### src/rtl/wb_gpio_v2_pkg.sv
// Register map, control-bit positions and byte-lane helper shared by the
// Wishbone GPIO block and its bench.
package wb_gpio_v2_pkg;

    localparam int REG_OFF_BITS = 6;
    localparam int WINDOW_BYTES = 64;

    typedef logic [REG_OFF_BITS-1:0] reg_off_t;

    localparam reg_off_t OFF_VERSION    = 6'h00;
    localparam reg_off_t OFF_DEVICE_ID  = 6'h04;
    localparam reg_off_t OFF_DIR        = 6'h08;
    localparam reg_off_t OFF_OUT        = 6'h0C;
    localparam reg_off_t OFF_IN         = 6'h10;
    localparam reg_off_t OFF_OUT_SET    = 6'h14;
    localparam reg_off_t OFF_OUT_CLR    = 6'h18;
    localparam reg_off_t OFF_IRQ_EN     = 6'h1C;
    localparam reg_off_t OFF_IRQ_RISE   = 6'h20;
    localparam reg_off_t OFF_IRQ_FALL   = 6'h24;
    localparam reg_off_t OFF_IRQ_STATUS = 6'h28;
    localparam reg_off_t OFF_DEBOUNCE   = 6'h2C;
    localparam reg_off_t OFF_CTRL       = 6'h30;

    localparam int CTRL_GIE_BIT = 31;

    // Spread one select bit per lane of 'gran' bits into a per-bit mask.
    function automatic logic [31:0] lane_mask(input logic [31:0] sel, input int gran);
        logic [31:0] m;
        m = '0;
        for (int b = 0; b < 32; b++) begin
            m[b] = sel[b / gran];
        end
        return m;
    endfunction

endpackage

### src/rtl/gpio_debounce.sv
// Per-pin two-flop synchroniser, counter debouncer and edge detector on the
// debounced level.
module gpio_debounce #(
    parameter int WIDTH     = 32,
    parameter int CNT_WIDTH = 16
) (
    input  logic                 clk,
    input  logic                 rst_n,
    input  logic [WIDTH-1:0]     pads,
    input  logic [CNT_WIDTH-1:0] limit,
    output logic [WIDTH-1:0]     stable,
    output logic [WIDTH-1:0]     rise,
    output logic [WIDTH-1:0]     fall
);

    logic [WIDTH-1:0]     sync1;
    logic [WIDTH-1:0]     sync2;
    logic [WIDTH-1:0]     stable_d;
    logic [CNT_WIDTH-1:0] cnt [WIDTH];

    // NOTE: non-blocking assignments so every flop samples pre-edge values,
    // which is what makes sync1 -> sync2 -> stable a real pipeline.
    always_ff @(posedge clk) begin
        if (!rst_n) begin
            sync1    <= '0;
            sync2    <= '0;
            stable   <= '0;
            stable_d <= '0;
            // NOTE: the counter array is per-pin control state, not storage,
            // so unlike a RAM every entry is cleared in reset.
            for (int i = 0; i < WIDTH; i++) begin
                cnt[i] <= '0;
            end
        end else begin
            sync1    <= pads;
            sync2    <= sync1;
            stable_d <= stable;
            for (int i = 0; i < WIDTH; i++) begin
                if (sync2[i] == stable[i]) begin
                    cnt[i] <= '0;
                end else if (cnt[i] == limit) begin
                    stable[i] <= sync2[i];
                    cnt[i]    <= '0;
                end else begin
                    cnt[i] <= cnt[i] + 1'b1;
                end
            end
        end
    end

    assign rise = stable & ~stable_d;
    assign fall = ~stable & stable_d;

endmodule

### src/rtl/wb_gpio_v2.sv
// Wishbone-pipelined GPIO block: direction/output registers, debounced inputs
// and per-pin edge interrupts behind a 64-byte register window.
module wb_gpio_v2
    import wb_gpio_v2_pkg::*;
#(
    parameter int                   WB_ADDRESS_WIDTH    = 32,
    parameter logic [63:0]          WB_BASE_ADDRESS     = 64'h0000_0000_4001_0000,
    parameter int                   WB_DATA_WIDTH       = 32,
    parameter int                   WB_DATA_GRANULARITY = 8,
    localparam int                  WB_SEL_WIDTH        = WB_DATA_WIDTH / WB_DATA_GRANULARITY,
    parameter int                   GPIO_WIDTH          = 32,
    parameter int                   DEBOUNCE_WIDTH      = 16,
    parameter logic [31:0]          IP_VERSION          = 32'h0002_0000,
    parameter logic [31:0]          IP_DEVICE_ID        = 32'h0001_0002,
    parameter logic [GPIO_WIDTH-1:0] DEFAULT_DIR        = '1,
    parameter logic [GPIO_WIDTH-1:0] DEFAULT_OUT        = '0
) (
    input  logic                        i_wb_clk,
    input  logic                        i_wb_rst_n,
    input  logic                        i_wb_cyc,
    input  logic                        i_wb_stb,
    input  logic                        i_wb_we,
    input  logic [WB_ADDRESS_WIDTH-1:0] i_wb_addr,
    input  logic [WB_DATA_WIDTH-1:0]    i_wb_dat,
    input  logic [WB_SEL_WIDTH-1:0]     i_wb_sel,
    output logic [WB_DATA_WIDTH-1:0]    o_wb_dat,
    output logic                        o_wb_stall,
    output logic                        o_wb_ack,
    input  logic [GPIO_WIDTH-1:0]       i_gpio,
    output logic [GPIO_WIDTH-1:0]       o_gpio,
    output logic [GPIO_WIDTH-1:0]       o_gpio_oe,
    output logic                        o_interrupt
);

    logic [63:0]               addr_ext;
    logic [63:0]               addr_rel;
    logic                      hit;
    reg_off_t                  reg_off;
    logic                      access;
    logic                      wr_en;
    logic                      rd_en;
    logic [31:0]               wmask;
    logic [31:0]               wbits;
    logic [GPIO_WIDTH-1:0]     wmask_g;
    logic [GPIO_WIDTH-1:0]     wbits_g;

    logic [GPIO_WIDTH-1:0]     dir;
    logic [GPIO_WIDTH-1:0]     out;
    logic [GPIO_WIDTH-1:0]     irq_en;
    logic [GPIO_WIDTH-1:0]     irq_rise;
    logic [GPIO_WIDTH-1:0]     irq_fall;
    logic [GPIO_WIDTH-1:0]     irq_status;
    logic [DEBOUNCE_WIDTH-1:0] debounce;
    logic                      gie;

    logic [GPIO_WIDTH-1:0]     in_stable;
    logic [GPIO_WIDTH-1:0]     rise;
    logic [GPIO_WIDTH-1:0]     fall;
    logic [GPIO_WIDTH-1:0]     status_set;
    logic [GPIO_WIDTH-1:0]     status_clr;

    logic [31:0]               rdata;
    logic [31:0]               dat_r;
    logic                      ack_r;
    logic                      irq_r;

    // Address decode: only the 64-byte window starting at the base is claimed.
    assign addr_ext = 64'(i_wb_addr);
    assign addr_rel = addr_ext - WB_BASE_ADDRESS;
    assign hit      = (addr_ext >= WB_BASE_ADDRESS) && (addr_rel < 64'(WINDOW_BYTES));
    assign reg_off  = addr_rel[REG_OFF_BITS-1:0];

    assign access = i_wb_cyc && i_wb_stb;
    assign wr_en  = access && i_wb_we && hit;
    assign rd_en  = access && !i_wb_we && hit;

    assign wmask   = lane_mask(32'(i_wb_sel), WB_DATA_GRANULARITY);
    assign wbits   = i_wb_dat & wmask;
    assign wmask_g = wmask[GPIO_WIDTH-1:0];
    assign wbits_g = wbits[GPIO_WIDTH-1:0];

    gpio_debounce #(
        .WIDTH     (GPIO_WIDTH),
        .CNT_WIDTH (DEBOUNCE_WIDTH)
    ) u_debounce (
        .clk    (i_wb_clk),
        .rst_n  (i_wb_rst_n),
        .pads   (i_gpio),
        .limit  (debounce),
        .stable (in_stable),
        .rise   (rise),
        .fall   (fall)
    );

    assign status_set = (rise & irq_rise) | (fall & irq_fall);
    assign status_clr = (wr_en && reg_off == OFF_IRQ_STATUS) ? wbits_g : '0;

    always_comb begin
        // NOTE: rdata gets a default before the case so no path leaves it
        // unassigned; a missing default here would infer a latch.
        rdata = '0;
        case (reg_off)
            OFF_VERSION:    rdata = IP_VERSION;
            OFF_DEVICE_ID:  rdata = IP_DEVICE_ID;
            OFF_DIR:        rdata = 32'(dir);
            OFF_OUT:        rdata = 32'(out);
            OFF_IN:         rdata = 32'(in_stable);
            OFF_IRQ_EN:     rdata = 32'(irq_en);
            OFF_IRQ_RISE:   rdata = 32'(irq_rise);
            OFF_IRQ_FALL:   rdata = 32'(irq_fall);
            OFF_IRQ_STATUS: rdata = 32'(irq_status);
            OFF_DEBOUNCE:   rdata = 32'(debounce);
            OFF_CTRL:       rdata[CTRL_GIE_BIT] = gie;
            default:        rdata = '0;
        endcase
    end

    always_ff @(posedge i_wb_clk) begin
        if (!i_wb_rst_n) begin
            dir        <= DEFAULT_DIR;
            out        <= DEFAULT_OUT;
            irq_en     <= '0;
            irq_rise   <= '0;
            irq_fall   <= '0;
            irq_status <= '0;
            debounce   <= '0;
            gie        <= 1'b0;
            ack_r      <= 1'b0;
            dat_r      <= '0;
            irq_r      <= 1'b0;
        end else begin
            ack_r <= access;
            dat_r <= rd_en ? rdata : '0;
            irq_r <= gie && |(irq_status & irq_en);

            // A new edge in the same cycle as a W1C keeps the bit set.
            irq_status <= (irq_status & ~status_clr) | status_set;

            if (wr_en) begin
                case (reg_off)
                    OFF_DIR:      dir      <= (dir & ~wmask_g) | wbits_g;
                    OFF_OUT:      out      <= (out & ~wmask_g) | wbits_g;
                    OFF_OUT_SET:  out      <= out | wbits_g;
                    OFF_OUT_CLR:  out      <= out & ~wbits_g;
                    OFF_IRQ_EN:   irq_en   <= (irq_en & ~wmask_g) | wbits_g;
                    OFF_IRQ_RISE: irq_rise <= (irq_rise & ~wmask_g) | wbits_g;
                    OFF_IRQ_FALL: irq_fall <= (irq_fall & ~wmask_g) | wbits_g;
                    OFF_DEBOUNCE: debounce <= (debounce & ~wmask[DEBOUNCE_WIDTH-1:0])
                                              | wbits[DEBOUNCE_WIDTH-1:0];
                    OFF_CTRL: begin
                        if (wmask[CTRL_GIE_BIT]) begin
                            gie <= i_wb_dat[CTRL_GIE_BIT];
                        end
                    end
                    default: ;
                endcase
            end
        end
    end

    // Ack is withdrawn immediately if the master abandons the cycle.
    assign o_wb_ack    = ack_r && i_wb_cyc;
    assign o_wb_dat    = dat_r;
    assign o_wb_stall  = 1'b0;
    assign o_gpio      = out;
    assign o_gpio_oe   = dir;
    assign o_interrupt = irq_r;

endmodule

### config.mk
export PLATFORM = sky130hd
export DESIGN_NAME = wb_gpio_v2
export DESIGN_NICKNAME = d
export VERILOG_FILES = /design/src/rtl/wb_gpio_v2_pkg.sv /design/src/rtl/gpio_debounce.sv /design/src/rtl/wb_gpio_v2.sv
export SDC_FILE = /design/constraint.sdc
export NUM_CORES = 2
export LEC_CHECK = 0
export ABC_AREA = 1
export CELL_PAD_IN_SITES_DETAIL_PLACEMENT = 0
export CELL_PAD_IN_SITES_GLOBAL_PLACEMENT = 1
export CORE_ASPECT_RATIO = 0.6
export CORE_MARGIN = 2
export CORE_UTILIZATION = 42
export DETAILED_ROUTE_END_ITERATION = 6
export GPL_TIMING_DRIVEN = 0
export PLACE_DENSITY = 0.84
export SKIP_CTS_REPAIR_TIMING = 1
export SLEW_MARGIN = 20
export SYNTH_ARGS = -nofsm -noshare
export SYNTH_HDL_FRONTEND = slang
export SYNTH_SLANG_ARGS = --single-unit
### constraint.sdc
create_clock -name i_wb_clk -period 2.3 [get_ports i_wb_clk]
set_clock_uncertainty 0.15 [all_clocks]
set_input_delay 0.23 -clock i_wb_clk [delete_from_list [all_inputs] [get_ports i_wb_clk]]
set_output_delay 0.23 -clock i_wb_clk [all_outputs]
set_load 0.1 [all_outputs]
* Word level (Yosys, flattened, before mapping)
Memory sizes are Yosys's and may differ from the RTL's. Index checks and enable logic that the tools add are counted.
Word-level totals: input bits 105, flip-flop bits (word level) 371, memories kept 1, bits in writable memories 512, word-level logic and storage cells 821, output and inout port bits 99
Cells by class: add/sub/neg operators 33, $lt $le $gt $ge 2, bitwise logic cells 157, eq/ne operators 76, reduce and logical (&&, ||, !) cells 53, multiplexer cells 453
Memory list:
- u_debounce.cnt | words 32, width 16, rd ports 32, clocked after Yosys merged registers in 0, write ports 32, line gpio_debounce.sv:19 | logic [CNT_WIDTH-1:0] cnt [WIDTH];
Operator list (count):
- $mux 16 | 96
- $add 16x1->16 const B | 32
- $eq 16x16->1 | 32
- $and 32x32->32 | 13
- $mux 1 | 353
- $pmux 31 s10 | 1
- $or 32x32->32 | 8
- $not 32->32 | 5
- $or 1x1->1 | 96
- $pmux 32 s3 | 1
- $reduce_and 2->1 | 39
- $lt 64x7->1 const B | 1
- $sub 32x31->33 const B | 1
- $eq 1x1->1 | 32
- $ge 32x31->1 const B | 1
- $mux 32 | 1
- $not 1->1 | 32
- $reduce_or 32->1 | 1
- $eq 6x6->1 const B | 5
- $eq 6x5->1 const B | 4
- $and 16x16->16 | 1
- $not 16->16 | 1
- $or 16x16->16 | 1
- $eq 6x4->1 const B | 2
- 7 further kinds | 15

* Longest topological paths before layout
depth in word-level cells 9, mapped depth 16, depth with buffers taken out 15

* Cells and area by module
Synthesis repeated with hierarchy kept, for this count alone.
Unflattened totals: cell total of the unflattened synthesis 7924, area total of the unflattened synthesis 55298.0 µm²
By module, submodules not included:
- gpio_debounce | area an instance 42239.3 µm², instances 1, sequential area each 17937.2 µm², cells an instance 5942
- wb_gpio_v2 | area an instance 13058.8 µm², instances 1, sequential area each 4864.7 µm², cells an instance 1982

* Worst setup path before layout
OpenSTA, ideal clock, no wires.
path type reg-to-reg, from mem u_debounce.cnt[11][0] (netlist: u_debounce.cnt[0][176]), to mem u_debounce.cnt[11][14] (netlist: u_debounce.cnt[0][190]) (data pin), period minus slack after synthesis 2.237 ns, required time 1.889 ns, buffers on the path 0, data arrival time 1.826 ns, slack 0.063 ns, setup time 0.261 ns, stages on the path, launching flop included 11, cell sequence edfxtp_1 ha_1 nand2_1 nor2_1 inv_1 nor4_1 nand3_1 nor4_1 nand2_1 nor2_1 nor3_1
RTL lines (line):
- start, declared | gpio_debounce.sv:19

==> results.toml <==
[grt]
grt_max_degree = 15
grt.overflow.total = 0
grt_pass1_wl_um = 274000
grt_pass1_vias = 40900
grtUsageTotal_pct = 31.0
grt_antenna_before_repair = 12

[power_and_ir_drop]
leakagePower_nw = 30.4
peakVddDrop_v = 0.000554
powerDensity_nw_per_um2 = 523

[cts]
cts_tree = "done"
clk_latency_ps = 730
root_buffer = "clkbuf_16"
clockBufferDepth = 3
cts_sinks = 883
path_clk_slew_ps = 70
htreeDepth = 3
cts_buffers = 91

[route]
drc = 2
detail-route-antenna-nets = 0
vias = 50800
viasPerCell = 5.44
routedWlPerCell_um = 22.7
firstDrtPassIters = 7
finalWirelength_um = 212000
drt_iter0_drc = 7353

[critical_path]
crit_type = "flop to flop"
reg2reg_depth = 10
crit_required_ps = 2610
slowest_delay_ps = 460
arrival_ps = 2950
r2r_slack_ps = -350
r2r_end = "u_debounce.cnt[0][358]"
cp-end-kind = "flop"
slowest_stage = "nor4_4"
crit_chain = "buf_12 > buf_16 > xor2_2 > nor3_2 > nand4_1 > nor4_4 > nand3b_1 > buf_6 > buf_6 > nor3_2"
cp_max_fo = 7
endpoint = "u_debounce.cnt[0][358]"
start_kind = "flop"

[final_layout]
nets = 7820
area_delta_synth_final_pct = 40.3
fin_area_um2 = 69500
fillers = 10200
stdcell_count = 9347
drive_above_1_share_pct = 21.4

[floorplan]
fp.coreArea_um2 = 117000
rows = 97
die_h_um = 270
dieWidth_um = 447
start_util_pct = 42.4
boundaryPins = 204
die_area_um2 = 121000

[timing]
final_max_slew_viol_count = 0
period_share_pct = 115
holdWs_ps = -8.00
rsz0062_at_grt = "yes"
max-slew-margin-rel_pct = 5.96
finalCriticalPeriod_ps = 2650
setup_slack_ps = -345
tns_ps = -50770
finalSetupViolations = 437
worst_pin_slew_ps = 1400
max_freq_ghz = 0.378
hold_viol = 1

[placed_design]
place_ws_ps = -1680
placedCellCount = 8664
gp_congestion = 1.04
place_hpwl_um = 145000
io_buffers = 200
placed_area_um2 = 55500

[synthesis]
yosysUniqueCellTypes = 51
yosys.area.top_type = "edfxtp_1"
synth.avg_cell_area_um2 = 7.78
synth_area_um2 = 49500
synth-seq-cells = 883
yosys.area.top_type_share_pct = 31.0
ys_warn_count = 0
synth-main-ff-cell = "edfxtp_1"
ys_async_sr_fraction_pct = 0
ys_top_cells_by_area = "edfxtp_1, dfxtp_1, nand2_1"
synth_edf_count = 512
syn_inst = 6367
synth-seq-area-share_pct = 46.0

[run_status]
violations = "design-rule violations, negative hold slack, negative setup slack"
status = "finished, violations left"

[min_path]
hp-class = "input pin to flop"

[flow_run]
maxCapViolations = 0
[per-layer routing]
metal,wire [um],part of all wire (%),vias to the layer above,track usage (%)
met5,179,0.084,-,0
met4,7280,3.4,8,6.75
met3,34300,16,438,11.3
met2,79500,37,2949,39.2
met1,91000,43,24200,48.5
li1,-,-,23200,-
[layout make-up]
class | count | area, um^2 | area share, %
Multi-Input combinational cell | 4867 | 28000 | 40.3
Sequential cell | 883 | 22800 | 32.8
Timing Repair Buffer | 712 | 7570 | 10.9
Inverter | 886 | 3400 | 4.90
Clock buffer | 128 | 2630 | 3.79
Buffer | 240 | 2610 | 3.75
Tap cell | 1584 | 1980 | 2.85
Clock inverter | 42 | 480 | 0.691
Timing Repair inverter | 2 | 12.5 | 0.0180
Antenna cell | 3 | 7.51 | 0.0108
[worst max-delay path, delay by kind of cell, from the launching register on]
kind	cells	cell delay, ps
xor gates and xnor gates	1	190
DFF	1	360
and+or+nand+nor	5	1040
buffers and inverters	4	600
[worst min path at each step]
stage | end | depth (start not counted) | startpoint | slack (ps)
floorplan | u_debounce.sync1[0] | 2 | i_gpio[0] | 180
global placement | u_debounce.sync2[13] | 2 | u_debounce.sync1[13] | 240
detailed placement | u_debounce.sync2[18] | 2 | u_debounce.sync1[18] | 250
CTS | u_debounce.sync1[30] | 3 | i_gpio[30] | -140
global route | u_debounce.sync1[5] | 3 | i_gpio[5] | 6
finish | ack_r | 3 | i_wb_cyc | -8
[cells in the mapped netlist (7+ instances only)]
cell / count
or2_2: 35
o221ai_1: 8
nand2_1: 1165
dfxtp_1: 371
xnor2_1: 168
buf_2: 88
nor3_1: 335
buf_4: 15
and3_1: 13
nand3_1: 288
clkbuf_1: 112
a221oi_1: 21
o21ai_1: 7
nor4_1: 82
nand3b_1: 11
inv_1: 879
edfxtp_1: 512
nor3b_1: 107
o21a_1: 19
o21ai_0: 143
xor2_1: 274
o21bai_1: 7
a31oi_1: 56
a22oi_1: 13
nor2_1: 879
a211oi_1: 11
ha_1: 32
buf_1: 27
nand4_1: 194
a21oi_1: 403
o22ai_1: 41
[placed cells by master (no fill, tap or decap), types with 110 or more instances in the layout]
cell	n
nor2_1	692
nor2_2	129
xor2_1	266
nand3_1	242
inv_1	837
nand2_1	1082
a21oi_1	332
clkbuf_16	127
o21ai_0	119
buf_6	110
conb_1	513
xnor2_1	159
dfxtp_1	360
buf_4	315
nand4_1	194
edfxtp_1	512
nor3_1	190
nor3_2	120
[logic make-up after synthesis]
logic type / count (synthesis) / share of synthesized area (%)
AOI/OAI and AO/OA: 746 / 8.36
xor gates and xnor gates: 442 / 7.81
adders and majority gates: 32 / 0.808
buffers and inverters: 1128 / 8.88
DFF: 883 / 46.0
other: 2 / 0.0152
and+or+nand+nor: 3134 / 28.1
[stage by stage]
stage                     power (mW)  utilization [%]  hold slack (ps)
after global routing            37.3             59.5             6.05
after floorplan                 19.2                -              178
after CTS                       35.6             50.1             -141
final                           36.3             59.5            -8.00
after detailed placement        20.0             47.5              248
after global placement          20.0             47.4              245
[where the power goes]
| group | switching [mW] | total [mW] | internal (mW) |
|---|---|---|---|
| sequential | 0.493 | 17.6 | 17.1 |
| combinational | 1.78 | 2.80 | 1.03 |
| clock | 7.05 | 15.9 | 8.84 |
Note: power is estimated with default switching activity, not from simulation.
